[config.mk]
export PLATFORM = sky130hd
export DESIGN_NAME = clb_cfg_flat
export DESIGN_NICKNAME = d
export VERILOG_FILES = /design/src/rtl/clb_cfg_if.sv /design/src/rtl/clb_cfg.sv /design/src/flat_wrapper.sv
export SDC_FILE = /design/constraint.sdc
export NUM_CORES = 1
export LEC_CHECK = 0
export ABC_CLOCK_PERIOD_IN_PS = 2700
export BUFFER_PORTS_ARGS = -buffer_cell sky130_fd_sc_hd__buf_4
export CAP_MARGIN = 20
export CORE_MARGIN = 2
export CORE_UTILIZATION = 60
export CTS_BUF_LIST = sky130_fd_sc_hd__clkbuf_4
export DETAILED_ROUTE_END_ITERATION = 6
export GPL_TIMING_DRIVEN = 0
export HOLD_SLACK_MARGIN = 0.08
export PLACE_DENSITY = 0.78
export SLEW_MARGIN = 20
export SYNTH_ARGS = -nofsm -noshare
export SYNTH_HDL_FRONTEND = slang
export SYNTH_SLANG_ARGS = --single-unit
[constraint.sdc]
create_clock -name K -period 2.7 [get_ports K]
set_clock_uncertainty 0.15 [all_clocks]
set_input_delay 0.54 -clock K [delete_from_list [all_inputs] [get_ports K]]
set_output_delay 0.54 -clock K [all_outputs]
set_load 0.01 [all_outputs]
[src/rtl/clb_cfg_if.sv]
// Bundle of logic, control and configuration-chain signals for clb_cfg.
interface clb_cfg_if #(
    parameter int unsigned LUT_INPUTS = 4,
    parameter int unsigned NUM_LUTS   = 2
);
    logic [LUT_INPUTS-1:0] I;
    logic                  SET_IN;
    logic                  RST_IN;
    logic                  CFG_EN;
    logic                  CFG_DIN;
    logic                  CFG_DOUT;
    logic                  CFG_DONE;
    logic [NUM_LUTS-1:0]   O;

    modport master (
        output I, SET_IN, RST_IN, CFG_EN, CFG_DIN,
        input  CFG_DOUT, CFG_DONE, O
    );

    modport slave (
        input  I, SET_IN, RST_IN, CFG_EN, CFG_DIN,
        output CFG_DOUT, CFG_DONE, O
    );
endinterface

[src/rtl/clb_cfg.sv]
// Configurable logic block: serially loaded LUT/flop cells with a load-tracking FSM.
// Define CLB_CFG_READBACK_EN to drive CFG_DOUT with the bit shifted out of the chain.
module clb_cfg #(
    parameter int unsigned LUT_INPUTS = 4,
    parameter int unsigned NUM_LUTS   = 2
) (
    input logic      K,
    input logic      RST,
    clb_cfg_if.slave bus
);
    localparam int unsigned TW  = 2 ** LUT_INPUTS;
    localparam int unsigned W   = TW + 4;
    localparam int unsigned LEN = NUM_LUTS * W;
    localparam int unsigned CW  = $clog2(LEN + 1);

    typedef enum logic [1:0] {StUncfg, StLoad, StActive} state_e;

    state_e              state_q, state_d;
    logic [LEN-1:0]      chain_q, chain_d;
    logic [CW-1:0]       cnt_q, cnt_d;
    logic [NUM_LUTS-1:0] q_q, q_d;
    logic                done_q, done_d;

    logic [NUM_LUTS-1:0] f, osel, fb, sen, ren;
    logic                active;

    assign active = (state_q == StActive);

    for (genvar j = 0; j < NUM_LUTS; j++) begin : g_cell
        localparam int unsigned Base = j * W;
        logic [TW-1:0]         tt;
        logic [LUT_INPUTS-1:0] idx;

        assign tt      = chain_q[Base +: TW];
        assign osel[j] = chain_q[Base + TW];
        assign fb[j]   = chain_q[Base + TW + 1];
        assign sen[j]  = chain_q[Base + TW + 2];
        assign ren[j]  = chain_q[Base + TW + 3];

        // Feedback mode lets the cell see its own flop on the lowest LUT input.
        always_comb begin
            idx = bus.I;
            if (fb[j]) idx[0] = q_q[j];
        end

        assign f[j] = tt[idx];
    end

    always_comb begin
        state_d = state_q;
        chain_d = chain_q;
        cnt_d   = cnt_q;
        if (bus.CFG_EN) begin
            chain_d = {bus.CFG_DIN, chain_q[LEN-1:1]};
            if (state_q == StLoad) begin
                if (cnt_q == CW'(LEN - 1)) begin
                    state_d = StActive;
                    cnt_d   = '0;
                end else begin
                    cnt_d = cnt_q + 1'b1;
                end
            end else begin
                state_d = StLoad;
                cnt_d   = CW'(1);
            end
        end
        done_d = (state_d == StActive);
        // Clear beats set beats LUT value.
        q_d = active ? (~(ren & {NUM_LUTS{bus.RST_IN}}) & ((sen & {NUM_LUTS{bus.SET_IN}}) | f))
                     : q_q;
    end

    always_ff @(posedge K) begin
        if (RST) begin
            state_q <= StUncfg;
            chain_q <= '0;
            cnt_q   <= '0;
            q_q     <= '0;
            done_q  <= 1'b0;
        end else begin
            state_q <= state_d;
            chain_q <= chain_d;
            cnt_q   <= cnt_d;
            q_q     <= q_d;
            done_q  <= done_d;
        end
    end

`ifdef CLB_CFG_READBACK_EN
    logic dout_q, dout_d;

    always_comb begin
        dout_d = dout_q;
        if (bus.CFG_EN) dout_d = chain_q[0];
    end

    always_ff @(posedge K) begin
        if (RST) dout_q <= 1'b0;
        else     dout_q <= dout_d;
    end

    assign bus.CFG_DOUT = dout_q;
`else
    assign bus.CFG_DOUT = 1'b0;
`endif

    assign bus.CFG_DONE = done_q;
    assign bus.O        = active ? ((osel & q_q) | (~osel & f)) : '0;
endmodule

[src/flat_wrapper.sv]
// flat-port wrapper written by rule: the top's interface ports become plain ports
module clb_cfg_flat 
#(
    parameter int unsigned LUT_INPUTS = 4,
    parameter int unsigned NUM_LUTS   = 2
)
  (K, RST, bus_I, bus_SET_IN, bus_RST_IN, bus_CFG_EN, bus_CFG_DIN, bus_CFG_DOUT, bus_CFG_DONE, bus_O);
  clb_cfg_if #(.LUT_INPUTS(LUT_INPUTS), .NUM_LUTS(NUM_LUTS)) bus_i ();
  input logic K;
  input logic RST;
  input wire logic [$bits(bus_i.I)-1:0] bus_I;
  input wire logic [$bits(bus_i.SET_IN)-1:0] bus_SET_IN;
  input wire logic [$bits(bus_i.RST_IN)-1:0] bus_RST_IN;
  input wire logic [$bits(bus_i.CFG_EN)-1:0] bus_CFG_EN;
  input wire logic [$bits(bus_i.CFG_DIN)-1:0] bus_CFG_DIN;
  output wire logic [$bits(bus_i.CFG_DOUT)-1:0] bus_CFG_DOUT;
  output wire logic [$bits(bus_i.CFG_DONE)-1:0] bus_CFG_DONE;
  output wire logic [$bits(bus_i.O)-1:0] bus_O;
  assign bus_i.I = bus_I;
  assign bus_i.SET_IN = bus_SET_IN;
  assign bus_i.RST_IN = bus_RST_IN;
  assign bus_i.CFG_EN = bus_CFG_EN;
  assign bus_i.CFG_DIN = bus_CFG_DIN;
  assign bus_CFG_DOUT = bus_i.CFG_DOUT;
  assign bus_CFG_DONE = bus_i.CFG_DONE;
  assign bus_O = bus_i.O;
  clb_cfg #(.LUT_INPUTS(LUT_INPUTS), .NUM_LUTS(NUM_LUTS)) u_core (.K(K), .RST(RST), .bus(bus_i));
endmodule
==> impl_metrics.json, run 1 <==
{
  "yosysWarnings": 0,
  "r2r-end": "u_core.q_q[1]",
  "critPathKind": "flip-flop to output port",
  "gp_congestion": 0.7720,
  "max-vdd-ir-drop_mv": 0.3503,
  "core_area_um2": 3716,
  "start_util": 0.6347,
  "antenna_left": 0,
  "drtIter0Drc": 99,
  "ios": 14,
  "diodes": 0,
  "clk_pin_slew_ns": 0.15,
  "rr_worst_depth": 7,
  "start_kind": "flip-flop",
  "synth_area_um2": 2359,
  "wl_per_cell_um": 14.37,
  "finalMaxSlewViolations": 0,
  "antenna_found_initial": 0,
  "cts_tree": "done",
  "yosysSeqAreaShare": 0.4329,
  "r2r_slack_ns": 0.91,
  "worstMarginPinSlew_ns": 0.5467,
  "synth_nets": 256,
  "num_rows": 22,
  "powerDensity_nw_per_um2": 497.8,
  "intPower_w": 0.0009999,
  "busiest_layer": "met2",
  "setup_tns_ns": -0.03057,
  "final-setup-viol-count": 1,
  "netlist_instances": 245,
  "power.leakage_nw": 1.120,
  "synthFlopType": "dfxtp_1",
  "hold_end": "u_core.chain_q[39]",
  "worstPathRequired_ns": 2.01,
  "cap_violations": 0,
  "hp-class": "input pin to flip-flop",
  "layout.cells.non_filler": 314,
  "synth.area.top_cells": "dfxtp_1 43%, mux2i_1 23%, nor2_1 7.8%",
  "synthArstFlopShare": 0,
  "clk_latency_ns": 0.38,
  "grt_overflow": 0,
  "finalHoldViolations": 0,
  "portBuffers": 9,
  "die_w_um": 66.70,
  "power_frac_comb": 0.094,
  "first_global_vias": 1626,
  "p_sw_frac": 0.2370,
  "power_frac_clock": 0.327,
  "drc": 0,
  "grt_first_pass_wirelength_um": 7590,
  "whs_ns": 0.2367,
  "final_area_um2": 2633,
  "drive_above_1_share": 0.1504,
  "die_area_um2": 4448,
  "syn_to_final_growth_pct": 11.62,
  "fin_nets": 276,
  "fillers": 297,
  "timing.final.ws_setup_ns": -0.03057,
  "endpoint_kind": "output port",
  "final_common_cell": "mux2i_1",
  "synth_top_cell_area_share": 0.4329,
  "grt_max_degree": 16,
  "crit_start": "u_core.chain_q[37]",
  "period_share": 1.011,
  "violations": "setup timing",
  "fp.dieH_um": 66.70,
  "cp_data_arrival_time_ns": 2.04,
  "relSlewSlack": 0.6355,
  "cts_root_buf": "clkbuf_4",
  "syn_avg_cell_area_um2": 9.627,
  "vias": 1744,
  "cts_sinks": 51,
  "outcome": "finished, violations left",
  "cts_buffer_depth": 2,
  "min-delay-start": "bus_CFG_DIN",
  "grtUsageTotal": 0.2281,
  "pwr-share-seq": 0.580,
  "firstDrtPassIters": 4,
  "path_max_fanout": 2,
  "grtUsageMet1": 0.3153,
  "htreeDepth": 2,
  "met2_usage": 0.3550,
  "cts_made_buffers": 5,
  "grt_setup_unrepaired": "yes",
  "hold_depth": 3,
  "grtUsageMet3": 0.04054,
  "routed_wl_um": 4513,
  "synth.largest_area_cell": "dfxtp_1",
  "layout_min_cycle_time_ns": 2.731,
  "place_inst": 302,
  "crit-reg2reg-launch": "u_core.chain_q[37]",
  "synth_seq_cells": 51,
  "layout_common_cells": "54 x mux2i_1, 49 x nor2_1, 49 x dfxtp_1",
  "clock.fmax_mhz": 366.2,
  "viasPerCell": 5.554,
  "p_switching_w": 0.0003106,
  "synth.distinct_cells": 36,
  "total_power_w": 0.001310,
  "dp_hpwl_um": 3123,
  "placed_area_um2": 2486,
  "synth_edf_count": 0
}
## worst max-delay path: stages (launching register included)
cell	delay, ns
dfxtp_4	0.40
mux2i_4	0.25
mux2_4	0.33
a32oi_2	0.20
nand2_1	0.11
o41ai_2	0.20
buf_4	0.17
## worst max-delay path by stage
stage                    end
CTS                 bus_O[1]
floorplan           bus_O[1]
global route        bus_O[1]
finish              bus_O[1]
global placement    bus_O[1]
detailed placement  bus_O[1]
## sequential cells by signal, summed over array words and instances (netlist names)
register / count
u_core.bus.CFG_DONE: 1
u_core.state_q: 2
u_core.q_q: 2
u_core.cnt_q: 6
u_core.chain_q: 40
## power by group through the flow
stage	Clock, W	Sequential, W	Combinational [W]
floorplan	0	0.000777	0.0000866
global placement	0	0.000778	0.000113
detailed placement	0	0.000778	0.000115
CTS	0.000437	0.000760	0.000120
global route	0.000466	0.000761	0.000133
finish	0.000428	0.000760	0.000123
## routing by layer
layer / wire [um] / part of all wire
met1: 2296 / 0.51
met2: 2013 / 0.45
met3: 130 / 0.029
met4: 72 / 0.016
met5: 0 / 0
## synth_stat cells, drive strengths merged (4+ instances only)
cell	n
a211oi	6
clkbuf	8
nand2	6
o21ai	4
nor2	49
nor2b	5
mux2i	56
dfxtp	51
nand2b	5
buf	9
nand4b	4
a21oi	12
nand3	4
## cell type report
| cell class | instances | area (um2) | area share |
|---|---|---|---|
| multi-input cells | 175 | 1265 | 0.4805 |
| inverters | 2 | 7.507 | 0.002852 |
| well taps | 48 | 60.06 | 0.02281 |
| clock inverters | 3 | 38.79 | 0.01473 |
| repair buffers | 13 | 97.59 | 0.03707 |
| flip-flops and latches | 51 | 1028 | 0.3907 |
| plain buffers | 17 | 97.59 | 0.03707 |
| clock buffers | 5 | 37.54 | 0.01426 |
## cell families after synthesis
kind of cell | Yosys count | share of synthesized area
buffers and inverters | 19 | 0.04456
flip-flops | 51 | 0.4329
other | 1 | 0.001590
adder cells (fa/ha/maj) | 1 | 0.005304
multiplexers | 58 | 0.2520
AO/OA/AOI/OAI | 33 | 0.1003
AND/OR/NAND/NOR | 82 | 0.1634
## through the flow
| stage | util | setup WS (ns) |
|---|---|---|
| 6_report | 0.7084 | -0.03057 |
| 2_1_floorplan | - | 0.2791 |
| 3_5_place_dp | 0.6690 | -0.09095 |
| 4_1_cts | 0.7054 | -0.02178 |
| 5_1_grt | 0.7084 | -0.1626 |
| 3_3_place_gp | 0.6690 | -0.1298 |
## timing repair
item,CTS,global route
pin swaps,3,3
hold buffers,0,0
setup buffers,3,1
setup endpoints to repair,2,2
resized for setup,8,1
No activity file was read; power rests on OpenSTA's default activity.
==> run 2, diff against run 1 <==
CELL_PAD_IN_SITES_DETAIL_PLACEMENT = 1   (was default)
CELL_PAD_IN_SITES_GLOBAL_PLACEMENT = 1   (was default)
CORE_UTILIZATION = 49   (was 60)
PLACE_DENSITY = 0.8   (was 0.78)
==> impl_metrics.json, run 2 (same netlist as run 1, synthesis figures left out) <==
{
  "outcome": "finished, violations left",
  "violations": "setup timing",
  "start_kind": "flip-flop",
  "clk_pin_slew_ns": 0.14,
  "die_w_um": 73.38,
  "max-vdd-ir-drop_mv": 0.2979,
  "cts_sinks": 51,
  "fillers": 543,
  "cp_data_arrival_time_ns": 2.08,
  "num_rows": 25,
  "post-place-ws_ns": -0.1486,
  "syn_to_final_growth_pct": 11.78,
  "grtUsageTotal": 0.2024,
  "r2r_slack_ns": 0.93,
  "critPathMaxStageDelay_ns": 0.40,
  "cts_tree": "done",
  "cp_top_family": "multiplexers",
  "cts_made_buffers": 5,
  "regMostFlops": "u_core.chain_q",
  "cap_violations": 0,
  "start_util": 0.5027,
  "die_area_um2": 5384,
  "core_area_um2": 4692,
  "routed_wl_um": 5026,
  "first_global_vias": 1719,
  "cts_buffer_depth": 2,
  "drc": 0,
  "r2r-end": "u_core.q_q[0]",
  "worstPathRequired_ns": 2.01,
  "critPathKind": "flip-flop to output port",
  "fin_nets": 278,
  "clk_latency_ns": 0.38,
  "final_area_um2": 2636,
  "final_common_cell": "mux2i_1",
  "placed_area_um2": 2494,
  "drive_above_1_share": 0.1567,
  "htreeDepth": 2,
  "portBuffers": 9,
  "finalHoldViolations": 0,
  "antenna_found_initial": 0,
  "vias": 1768,
  "wl_per_cell_um": 15.61,
  "fp.dieH_um": 73.38,
  "crit-reg2reg-launch": "u_core.chain_q[17]",
  "rr_worst_depth": 6,
  "hp-class": "input pin to flip-flop",
  "drtIter0Drc": 87,
  "hold_end": "u_core.chain_q[39]",
  "period_share": 1.026,
  "relSlewSlack": 0.5953,
  "path_max_fanout": 3,
  "hold_depth": 3,
  "largest_register_ffs": 40,
  "firstDrtPassIters": 4,
  "min-delay-start": "bus_CFG_DIN",
  "endpoint_kind": "output port",
  "grt_max_degree": 15,
  "path_buf_inv": 1,
  "layout_common_cells": "54 x mux2i_1, 49 x nor2_1, 48 x dfxtp_1",
  "grt_first_pass_wirelength_um": 8349,
  "dp_hpwl_um": 3482,
  "finalMaxSlewViolations": 0,
  "timing.final.ws_setup_ns": -0.06914,
  "viasPerCell": 5.491,
  "powerDensity_nw_per_um2": 466.6,
  "reg.largest.list": "u_core.chain_q (40), u_core.cnt_q (6)",
  "layout_min_cycle_time_ns": 2.769,
  "power.leakage_nw": 1.119,
  "ios": 14,
  "crit_slowest_cell": "dfxtp_4",
  "cts_hold_buffers": 0,
  "cts_root_buf": "clkbuf_4",
  "grt_setup_unrepaired": "yes",
  "final-setup-viol-count": 1,
  "gp_congestion": 0.8192,
  "grt_overflow": 0,
  "worstMarginPinSlew_ns": 0.6071,
  "antenna_left": 0,
  "diodes": 0,
  "cp_cell_sequence": "mux2i_4 -> mux2_4 -> a32oi_2 -> nand2_1 -> o41ai_2 -> buf_4",
  "clock.fmax_mhz": 361.1
}
-- run 2: worst register-to-register path: cells and delay by family (launching register included) --
| family | cells | cell delay (ns) |
|---|---|---|
| multiplexers | 2 | 0.59 |
| flip-flops | 1 | 0.39 |
| AO/OA/AOI/OAI | 2 | 0.34 |
| buffers and inverters | 1 | 0.13 |
| AND/OR/NAND/NOR | 1 | 0.08 |
-- run 2: cell type report --
type	count	area, um2	share of cell area
buffer	17	97.59	0.03702
clock buffer	6	45.04	0.01709
clock inverter	2	7.507	0.002848
inverter	2	7.507	0.002848
multi-input combinational	175	1265	0.4798
sequential	51	1030	0.3906
tap	54	67.56	0.02563
timing repair buffer	15	116.4	0.04414
-- run 2: routing by layer --
metal	share of wire	routed length, um	GRT usage	vias up
met2	0.45	2239	0.3103	20
li1	-	-	-	905
met4	0.015	77	0.07273	0
met1	0.52	2593	0.2820	836
met3	0.023	116	0.04115	7
met5	0	0	0	-
-- run 2: worst max-delay path by stage --
stage | slack [ns] | cells past startpoint | startpoint | endpoint
6_report | -0.07 | 6 | u_core.chain_q[37] | bus_O[1]
5_1_grt | -0.18 | 6 | u_core.chain_q[37] | bus_O[1]
4_1_cts | -0.09 | 6 | u_core.chain_q[37] | bus_O[1]
3_5_place_dp | -0.15 | 7 | bus_I[0] | bus_O[1]
3_3_place_gp | -0.14 | 7 | bus_I[0] | bus_O[1]
2_1_floorplan | 0.28 | 5 | bus_I[0] | bus_O[1]
-- run 2: metrics by stage --
stage | total power, W | hold WS, ns | instances | TNS (ns) | util
after floorplan | 0.0008632 | 0.2899 | 245 | 0 | -
after global placement | 0.0008929 | 0.3125 | 308 | -0.1974 | 0.5315
after detailed placement | 0.0008939 | 0.3236 | 308 | -0.2002 | 0.5315
after CTS | 0.001238 | 0.2397 | 321 | -0.08952 | 0.5600
after global routing | 0.001291 | 0.2603 | 322 | -0.2704 | 0.5619
final | 0.001230 | 0.2398 | 322 | -0.06914 | 0.5619
-- run 2: report_power, final --
part	total [W]	internal, W	switching (W)
registers	0.000760	0.000755	0.00000421
clock network	0.000344	0.000107	0.000237
logic	0.000127	0.0000561	0.0000706
total	0.00123	0.000918	0.000312
-- run 2: what timing repair did --
item | in CTS | in global routing
pin swaps | 3 | 3
gates resized for setup | 10 | 1
hold endpoints to repair | 0 | 0
endpoints found under the setup margin | 2 | 2
setup buffers | 5 | 1
